### src/rtl/sfb_pkg.sv
// Shared types and helpers for the store-to-load forwarding buffer:
// store size codes, the buffer entry record, byte-lane mask and alignment.
package sfb_pkg;

  typedef enum logic [1:0] {
    SZ_B = 2'd0,
    SZ_H = 2'd1,
    SZ_W = 2'd2
  } sfb_size_e;

  // Word address field covers byte addresses up to 32 bits; age covers RETIRE_LAT up to 255.
  localparam int SFB_WADDR_W = 30;
  localparam int SFB_AGE_W   = 8;

  typedef struct packed {
    logic                   valid;
    logic [SFB_WADDR_W-1:0] waddr;
    logic [3:0]             mask;
    logic [31:0]            data;
    logic [SFB_AGE_W-1:0]   age;
  } sfb_entry_t;

  // Misaligned half/word accesses yield an empty mask so they never enter the buffer.
  function automatic logic [3:0] byte_mask(input logic [1:0] size, input logic [1:0] a);
    logic [3:0] m;
    m = 4'h0;
    case (sfb_size_e'(size))
      SZ_B:    m = 4'b0001 << a;
      SZ_H:    if (!a[0]) m = 4'b0011 << a;
      SZ_W:    if (a == 2'd0) m = 4'hF;
      default: m = 4'h0;
    endcase
    return m;
  endfunction

  function automatic logic [31:0] lane_align(input logic [31:0] data, input logic [1:0] a);
    return data << {a, 3'b000};
  endfunction

endpackage

### src/rtl/sfb_lane_merge.sv
// Per-byte-lane youngest-match select over the buffer entries plus the
// same-cycle store bypass slot, which always counts as youngest.
module sfb_lane_merge
  import sfb_pkg::*;
#(
  parameter int DEPTH = 4
) (
  input  sfb_entry_t [DEPTH-1:0]   entries,
  input  logic                     byp_valid,
  input  logic [SFB_WADDR_W-1:0]   byp_waddr,
  input  logic [3:0]               byp_mask,
  input  logic [31:0]              byp_data,
  input  logic [SFB_WADDR_W-1:0]   ld_waddr,
  output logic [3:0]               mask,
  output logic [31:0]              data
);

  logic                 found;
  logic [SFB_AGE_W-1:0] best_age;

  // Entries are only ever written with age 0 on an aging edge, so live ages are distinct
  // and the smallest age is the most recently inserted entry.
  always_comb begin
    mask     = 4'h0;
    data     = 32'h0;
    found    = 1'b0;
    best_age = '1;
    for (int l = 0; l < 4; l++) begin
      found    = 1'b0;
      best_age = '1;
      for (int i = 0; i < DEPTH; i++) begin
        if (entries[i].valid && (entries[i].waddr == ld_waddr) && entries[i].mask[l] &&
            (!found || (entries[i].age < best_age))) begin
          found            = 1'b1;
          best_age         = entries[i].age;
          data[l*8 +: 8]   = entries[i].data[l*8 +: 8];
        end
      end
      if (byp_valid && (byp_waddr == ld_waddr) && byp_mask[l]) begin
        found          = 1'b1;
        data[l*8 +: 8] = byp_data[l*8 +: 8];
      end
      mask[l] = found;
    end
  end

endmodule

### src/rtl/store_forward_buffer.sv
// Store-to-load forwarding buffer: holds in-flight stores for RETIRE_LAT cycles and
// forwards their newest bytes to loads. Define SFB_STATS_EN to build the hit/full counters.
module store_forward_buffer
  import sfb_pkg::*;
#(
  parameter int DEPTH      = 4,
  parameter int ADDR_W     = 32,
  parameter int RETIRE_LAT = 3
) (
  input  logic                       clk,
  input  logic                       reset_n,
  input  logic                       stall,
  input  logic                       st_valid,
  output logic                       st_ready,
  input  logic [ADDR_W-1:0]          st_addr,
  input  logic [1:0]                 st_size,
  input  logic [31:0]                st_data,
  input  logic                       ld_valid,
  input  logic [ADDR_W-1:0]          ld_addr,
  output logic                       fwd_valid,
  output logic [3:0]                 fwd_mask,
  output logic [31:0]                fwd_data,
  output logic [$clog2(DEPTH+1)-1:0] occupancy,
  output logic [31:0]                hit_count,
  output logic [31:0]                full_stall_count
);

  localparam int OCC_W = $clog2(DEPTH + 1);
  // With RETIRE_LAT of 1 a store is only visible through the bypass and is never held.
  localparam bit HOLDS = (RETIRE_LAT >= 2);
  localparam logic [SFB_AGE_W-1:0] RET_AGE = SFB_AGE_W'((RETIRE_LAT >= 2) ? RETIRE_LAT - 2 : 0);

  logic [DEPTH-1:0]       vld_q;
  logic [SFB_AGE_W-1:0]   age_q   [DEPTH];
  logic [SFB_WADDR_W-1:0] waddr_q [DEPTH];
  logic [3:0]             mask_q  [DEPTH];
  logic [31:0]            data_q  [DEPTH];

  logic [DEPTH-1:0]       retiring;
  logic [DEPTH-1:0]       slot_oh;
  logic                   slot_found;
  logic [OCC_W-1:0]       occ;
  logic                   accept;
  logic                   insert;
  logic [3:0]             st_mask;
  logic [31:0]            st_lanes;
  logic [SFB_WADDR_W-1:0] st_waddr;
  logic [SFB_WADDR_W-1:0] ld_waddr;
  sfb_entry_t [DEPTH-1:0] entries;
  logic [3:0]             merge_mask;
  logic [31:0]            merge_data;
  logic                   vld_p1;
  logic [3:0]             fwd_mask_p1;
  logic [31:0]            fwd_data_p1;
  logic                   unused_ld_lsb;

  assign st_mask       = byte_mask(st_size, st_addr[1:0]);
  assign st_lanes      = lane_align(st_data, st_addr[1:0]);
  assign st_waddr      = SFB_WADDR_W'(st_addr[ADDR_W-1:2]);
  assign ld_waddr      = SFB_WADDR_W'(ld_addr[ADDR_W-1:2]);
  assign unused_ld_lsb = ^ld_addr[1:0];

  always_comb begin
    occ        = '0;
    retiring   = '0;
    slot_oh    = '0;
    slot_found = 1'b0;
    for (int i = 0; i < DEPTH; i++) begin
      occ         = occ + OCC_W'(vld_q[i]);
      retiring[i] = vld_q[i] && !stall && (age_q[i] == RET_AGE);
      if (!slot_found && (!vld_q[i] || retiring[i])) begin
        slot_oh[i] = 1'b1;
        slot_found = 1'b1;
      end
    end
  end

  assign occupancy = occ;
  assign st_ready  = !stall && ((occ < OCC_W'(DEPTH)) || (|retiring));
  assign accept    = st_valid && st_ready;
  assign insert    = HOLDS && accept && (st_mask != 4'h0);

  always_ff @(posedge clk or negedge reset_n) begin
    if (!reset_n) begin
      vld_q <= '0;
      for (int i = 0; i < DEPTH; i++) age_q[i] <= '0;
    end else if (!stall) begin
      for (int i = 0; i < DEPTH; i++) begin
        if (insert && slot_oh[i]) begin
          vld_q[i] <= 1'b1;
          age_q[i] <= '0;
        end else if (retiring[i]) begin
          vld_q[i] <= 1'b0;
        end else if (vld_q[i]) begin
          age_q[i] <= age_q[i] + SFB_AGE_W'(1);
        end
      end
    end
  end

  always_ff @(posedge clk) begin
    for (int i = 0; i < DEPTH; i++) begin
      if (insert && slot_oh[i]) begin
        waddr_q[i] <= st_waddr;
        mask_q[i]  <= st_mask;
        data_q[i]  <= st_lanes;
      end
    end
  end

  always_comb begin
    entries = '0;
    for (int i = 0; i < DEPTH; i++) begin
      entries[i].valid = vld_q[i];
      entries[i].waddr = waddr_q[i];
      entries[i].mask  = mask_q[i];
      entries[i].data  = data_q[i];
      entries[i].age   = age_q[i];
    end
  end

  sfb_lane_merge #(
    .DEPTH (DEPTH)
  ) u_lane_merge (
    .entries   (entries),
    .byp_valid (accept),
    .byp_waddr (st_waddr),
    .byp_mask  (st_mask),
    .byp_data  (st_lanes),
    .ld_waddr  (ld_waddr),
    .mask      (merge_mask),
    .data      (merge_data)
  );

  // p1: registered lookup result
  always_ff @(posedge clk or negedge reset_n) begin
    if (!reset_n) begin
      vld_p1      <= 1'b0;
      fwd_mask_p1 <= 4'h0;
      fwd_data_p1 <= 32'h0;
    end else begin
      vld_p1      <= ld_valid;
      fwd_mask_p1 <= ld_valid ? merge_mask : 4'h0;
      fwd_data_p1 <= ld_valid ? merge_data : 32'h0;
    end
  end

  assign fwd_valid = vld_p1;
  assign fwd_mask  = fwd_mask_p1;
  assign fwd_data  = fwd_data_p1;

`ifdef SFB_STATS_EN
  logic [31:0] hit_q;
  logic [31:0] full_q;

  always_ff @(posedge clk or negedge reset_n) begin
    if (!reset_n) begin
      hit_q  <= 32'h0;
      full_q <= 32'h0;
    end else begin
      if (ld_valid && (merge_mask != 4'h0)) hit_q <= hit_q + 32'd1;
      if (st_valid && !st_ready && !stall) full_q <= full_q + 32'd1;
    end
  end

  assign hit_count        = hit_q;
  assign full_stall_count = full_q;
`else
  assign hit_count        = 32'h0;
  assign full_stall_count = 32'h0;
`endif

endmodule
### config.mk
export PLATFORM = sky130hd
export DESIGN_NAME = store_forward_buffer
export DESIGN_NICKNAME = d
export VERILOG_FILES = /design/src/rtl/sfb_pkg.sv /design/src/rtl/sfb_lane_merge.sv /design/src/rtl/store_forward_buffer.sv
export SDC_FILE = /design/constraint.sdc
export NUM_CORES = 1
export LEC_CHECK = 0
export CELL_PAD_IN_SITES_DETAIL_PLACEMENT = 1
export CELL_PAD_IN_SITES_GLOBAL_PLACEMENT = 2
export CORE_MARGIN = 10
export CORE_UTILIZATION = 38
export CTS_CLUSTER_SIZE = 24
export DETAILED_ROUTE_END_ITERATION = 10
export PLACE_DENSITY = 0.91
export RECOVER_POWER = 25
export SLEW_MARGIN = 20
export SYNTH_ARGS = -nofsm -noshare
export SYNTH_HDL_FRONTEND = slang
export SYNTH_SLANG_ARGS = --single-unit
### constraint.sdc
create_clock -name clk -period 11.7 [get_ports clk]
set_clock_uncertainty 0.1 [all_clocks]
set_input_delay 1.17 -clock clk [delete_from_list [all_inputs] [get_ports clk]]
set_output_delay 1.17 -clock clk [all_outputs]
set_load 0.02 [all_outputs]
==> flow_summary.toml <==
[worst_setup_path]
end_kind = "flip-flop"
cp_max_fo = 21
slowest_delay_ns = 0.87
path_common_cell = "a21oi_1"
crit_required_ns = 11.97
cp_data_arrival_time_ns = 10.87
cp-start-kind = "input pin"
slowest_stage = "o31a_1"
crit_type = "in2reg"

[timing]
slew_violations = 74
fin_tns_setup_ns = 0
max_freq_mhz = 94.3
rsz0062_at_grt = "no"
post-route-period-util = 0.906
hold_violations = 0
tightestPinTransition_ns = 4.42
finalSetupViolCount = 0
period_minus_slack_ns = 10.60
slew_headroom = -1.95

[die]
fp.dieArea_mm2 = 0.0575
initial_core_util = 0.385
die_w_um = 240
core_mm2 = 0.0477
die_y_um = 240
io_pins = 208
num_rows = 80

[global_route]
grt_pass1_vias = 14100
grt_usage = 0.197
grt_overflow = 0
antenna_found_initial = 2
grt_pass1_wl_um = 87100
grt_max_degree = 74

[logic_synthesis]
synth_warnings = 0
synthTopCellsByCount = "264 x edfxtp_1, 117 x a21oi_1, 111 x xnor2_1"
synth.most_common_cell = "edfxtp_1"
yosys_most_used_dff = "edfxtp_1"
synth_edf_count = 264
synth_area_leaders = "edfxtp_1 43%, dfrtp_1 9.9%, ha_1 5.9%"
ys_seq_area_frac = 0.531
synthDistinctLibCells = 79
synth_area_leader_cell = "edfxtp_1"
async_reset_ff_frac = 0.217
ys_seq_elements = 337
synthesis.area_mm2 = 0.0184
synth_top_area_share = 0.432
syn_avg_cell_area_um2 = 11.3
syn_inst = 1631

[route]
post-route-drc-count = 0
wl_met2_um = 29300
via_per_inst = 5.59
maxUsedRoutingLayer = "met4"
drt_first_pass_iters = 5
wl_met3_um = 2900
routed-via-count = 13400
ant_nets = 0
wl_met1_um = 24200
routed_wl_um = 57800
routedWlPerCell_um = 24.2
drt_iter0_drc = 1080

[clock_network]
numCtsBuffers = 36
tritoncts = "yes"
cts_root_buffer = "clkbuf_16"
clk_pin_slew_worst_paths_ns = 0.06
clockBufferDepth = 3
post_cts_buffers = 0
worstSkewPairLatency_ns = 0.54
cts.sinks = 337
cts_max_level = 2
holdBufCountCts = 0
cts.repair.resized = 0

[status]
outcome = "finished with violations"
violations = "capacitance limit, slew limit"

[placed_design]
place.gp.congestion = 0.877
dp_hpwl_um = 41500
portBuffers = 141

[final_layout]
syn_to_final_growth_pct = 16.1
drive_gt1_frac = 0.0785
fin_nets = 1932
postLayoutCoreUtil = 0.447

[power]
p_per_area_mw_per_mm2 = 156
p_leak_nw = 8.32
fin_total_pwr_w = 0.00333
peakVddDrop_v = 0.000105

[hold_path]
min_path_type = "reg2reg"

[flow_run]
cap_violations = 1
==> cell usage in the layout (no fill, tap or decap), drive strengths merged, types with 9 or more instances in the layout <==
master	count
ha	86
dlygate4sd3	28
clkdlybuf4s50	111
nand4	37
buf	23
o21ai	96
o31a	19
and3	17
nor2b	25
inv	64
nand2	107
dfrtp	73
and2	10
xor2	55
nor3	14
a2bb2oi	9
a211oi	10
edfxtp	264
conb	64
nor2	102
o22ai	9
mux2	29
nor4	23
clkinv	14
mux2i	36
a21oi	117
clkbuf	48
xnor2	111
a31oi	21
nand3	27
a21o	13
==> routing by layer <==
metal  GRT usage  up-vias
li1            -     6053
met1       0.251     6825
met2       0.344      399
met3      0.0232       73
met4      0.0604        0
met5           0        -
==> final timing paths <==
kind / from / end / slack [ns] / cells past startpoint
worst max-delay path: ld_addr[28] / fwd_data[7] / 1.10 / 34
worst min-delay path: data_q[3][25] / fwd_data[25] / 0.45 / 2
worst max register to register: waddr_q[0][20] / fwd_data[7] / 2.00 / 33
worst min register to register: data_q[3][25] / fwd_data[25] / 0.45 / 2
max in group asynchronous: reset_n / fwd_data[18] / 6.91 / 1
min in group asynchronous: reset_n / fwd_data[26] / 2.09 / 1
==> final cells by class <==
cell class	instances	area [µm²]
inverter	63	238
multi-input combinational	1141	7820
clock buffer	47	993
clock inverter	19	180
antenna	2	5.00
tap	615	769
sequential	337	9750
fill	5085	26400
timing repair buffer	163	1570
==> flip-flops by register name, summed over array words and instances (netlist names) <==
signal     cells
age_q         32
data_q       128
fwd_data      32
fwd_mask       4
fwd_valid      1
mask_q        16
vld_q          4
waddr_q      120
==> power breakdown <==
part           total [W]  internal, W  switching (W)
Clock            0.00116     0.000669       0.000487
Combinational   0.000613     0.000230       0.000382
Sequential       0.00156      0.00140       0.000158
==> metrics by stage <==
step           std cells  instance area (µm²)  hold slack, ns  worst slack (ns)
2_1_floorplan       1694                18600           0.399              2.68
3_3_place_gp        2319                20200           0.420              1.12
3_5_place_dp        2319                20200           0.435             0.762
4_1_cts             2385                21300           0.452              1.29
5_1_grt             2387                21300           0.480             0.539
6_report            2387                21300           0.446              1.10
==> cells by family after synthesis <==
logic type / share of synthesized area
other cells: 0.000204
xor+xnor: 0.0791
mux: 0.0374
buf+inv: 0.0594
compound gates: 0.125
simple gates: 0.108
flops: 0.531
fa+ha+maj: 0.0608
==> critical path: cells and delay by family <==
kind                       cells  cell delay (ns)
xor gates and xnor gates       1             0.17
AOI/OAI and AO/OA             17             4.64
muxes                          1             0.42
adders and majority gates      3             0.76
buffers and inverters          2             1.02
and+or+nand+nor               10             2.64
Power figures use the tool's default switching activity.
==> variant, RTL diff (same settings) <==
Build with the macro `SFB_STATS_EN` defined.
--- a/src/rtl/store_forward_buffer.sv
+++ b/src/rtl/store_forward_buffer.sv
@@ -2,2 +2,4 @@
 // forwards their newest bytes to loads. Define SFB_STATS_EN to build the hit/full counters.
+`define SFB_STATS_EN
+
 module store_forward_buffer
Formal check against the unedited RTL: not equivalent (a bounded check fails within 4 cycles, from zero or initial values and one cycle with reset_n low).
==> variant against the unedited design <==
The flow still finishes with violations (max-capacitance violations, max-slew violations). Setup slack improved by 0.81 ns. Total power rose by 17%. Cell area rose by 19%. Sequential power rose by 17%. Utilization rose by 1.2 points. Critical path type unchanged. Wire length rose by 17%. Synthesized area rose by 15%. Sequential cell count rose by 64. Clock power rose by 16%.
==> variant: results (changes against the unedited design) <==
drtIter0Drc: 1119  # +3.6%
top_regs: "data_q: 128 flops, waddr_q: 120 flops"
antenna_found_initial: 1  # -1
r2r-end: "fwd_data[0]$_DFF_PN0_"
setup_viol: 0  # unchanged
post_cts_buffers: 0  # unchanged
outcome: "complete, but fails checks"
grt_util_all_layers: 0.201  # +0.00391
largest_register: "data_q"
min_path_cells: 1  # -1
gr-total-overflow: 0  # unchanged
port_buffers: 205  # +45%
worst-path-max-fanout: 16  # -24%
num-nets-final: 2217  # +15%
max_stage_delay_ns: 0.78  # -0.09 ns
cts_made_buffers: 44  # +22%
use_met2: 0.348  # +0.00405
cap_violations: 3  # +2
arrival_ns: 10.12  # -0.75 ns
cts_root_buf: "clkbuf_16"
hold-path-endpoint: "full_stall_count[31]$_DFFE_PN0P_"
whs_ns: 0.378  # -0.0678 ns
reg2reg_depth: 34  # +3.0%
intPower_w: 0.00265  # +15%
hold_class: "reg2reg"
r2r_slack_ns: 2.74  # +0.74 ns
p_leak_nw: 9.94  # +19%
grt_max_degree: 72  # -2.7%
via_per_inst: 5.64  # +0.93%
synth-async-reset-ratio: 0.342  # +0.125
regToRegStartpoint: "waddr_q[0][6]$_DFFE_PP_"
clockBufferDepth: 3  # unchanged
insertion_delay_ns: 0.60  # +0.06 ns
worstMarginPinSlew_ns: 3.99  # -0.430 ns
ys_top_cells_by_count: "edfxtp_1, xnor2_1, nand2_1"
synthDistinctLibCells: 85  # +7.6%
use_met1: 0.248  # -0.00251
grt_pass1_vias: 16900  # +20%
dp_hpwl_um: 49000  # +18%
cp_slowest_cell: "nor2_1"
gp_congestion: 0.894  # +1.9%
drive_gt1_frac: 0.0791  # +0.000595
syn-num-nets: 2033
min_from: "full_stall_count[31]$_DFFE_PN0P_"
violations: "max-capacitance violations, max-slew violations"
yosysSeqAreaShare: 0.536  # +0.00459
drv_slew: 173  # +130%
yosys-top-cells-area: "edfxtp_1, dfrtp_1, xnor2_1, ha_1, nand2_1"
drt_wl_total_um: 67500  # +17%
ys_warn_count: 0  # unchanged
cts_resized: 0  # unchanged
place_area_um2: 23900  # +19%
use_met3: 0.0357  # +0.0125
grt_pass1_wl_um: 104000  # +19%
num_antenna_cells: 0  # -2
drtPass1Iterations: 5  # unchanged
yosys_most_used_dff: "edfxtp_1"
peakVddDrop_mv: 0.127  # +21%
clk_pin_slew_ns: 0.06  # about the same
## variant: cell count changes after synthesis, sizes merged, moves of 40 or more
cell	change
xnor2	+85
nand4	+46
a21oi	-43
buf	-44
dfrtp	+64
nand3	+44
nand2	+40
## variant: power by group through the flow
stage	combinational, W	clock [W]	sequential, W
after CTS	0.000726	0.00138	0.00182
after global placement	0.000683	0	0.00183
after global routing	0.000798	0.00144	0.00183
after floorplan	0.000455	0	0.00175
after detailed placement	0.000722	0	0.00184
final	0.000722	0.00135	0.00182
## variant: kinds of logic (layout without fill, tap and decap cells)
logic type      count (synthesis)  count (layout)  synth area share
flops                         401             401             0.536
buf+inv                       140             359            0.0310
mux                            65              65            0.0332
simple gates                  590             590             0.143
xor+xnor                      235             235             0.102
fa+ha+maj                      92              92            0.0543
compound gates                318             318             0.100
## variant: cell type report
cell class                      count  area, um^2
Clock inverter                     23         194
Timing Repair Buffer              230        2240
Fill cell                        5838       29900
Sequential cell                   401       11400
Inverter                           48         180
Clock buffer                       58        1190
Tap cell                          748         936
Multi-Input combinational cell   1300        9240
## variant: worst max path at each step
stage,startpoint,end,slack [ns],cells after the start
floorplan,ld_addr[12],fwd_data[30]$_DFF_PN0_,3.39,32
global placement,ld_addr[8],fwd_data[2]$_DFF_PN0_,1.68,36
detailed placement,ld_addr[30],fwd_data[2]$_DFF_PN0_,1.47,35
CTS,ld_addr[8],fwd_data[0]$_DFF_PN0_,2.06,35
global route,ld_addr[8],fwd_data[5]$_DFF_PN0_,1.30,35
finish,ld_addr[30],fwd_data[0]$_DFF_PN0_,1.91,35
## variant: worst register-to-register path, delay by kind of cell (launching register included)
kind | cells | cell delay, ns
buf+inv | 5 | 0.91
simple gates | 10 | 2.90
xor+xnor | 1 | 0.33
fa+ha+maj | 3 | 0.92
flops | 1 | 0.38
compound gates | 15 | 3.21
## variant: layer usage
metal / share of wire / wire length [um] / vias to the layer above
li1: - / - / 7154
met1: 0.42 / 28200 / 8085
met2: 0.50 / 33500 / 487
met3: 0.056 / 3790 / 123
met4: 0.029 / 1980 / 2
met5: 0.00021 / 14 / -
## variant: through the flow
stage / setup WS (ns) / total power, W / util / std cells
6_report: 1.91 / 0.00390 / 0.459 / 2808
5_1_grt: 1.30 / 0.00406 / 0.459 / 2808
4_1_cts: 2.06 / 0.00392 / 0.459 / 2807
3_5_place_dp: 1.47 / 0.00256 / 0.434 / 2726
3_3_place_gp: 1.68 / 0.00252 / 0.434 / 2726
2_1_floorplan: 3.39 / 0.00221 / - / 1841
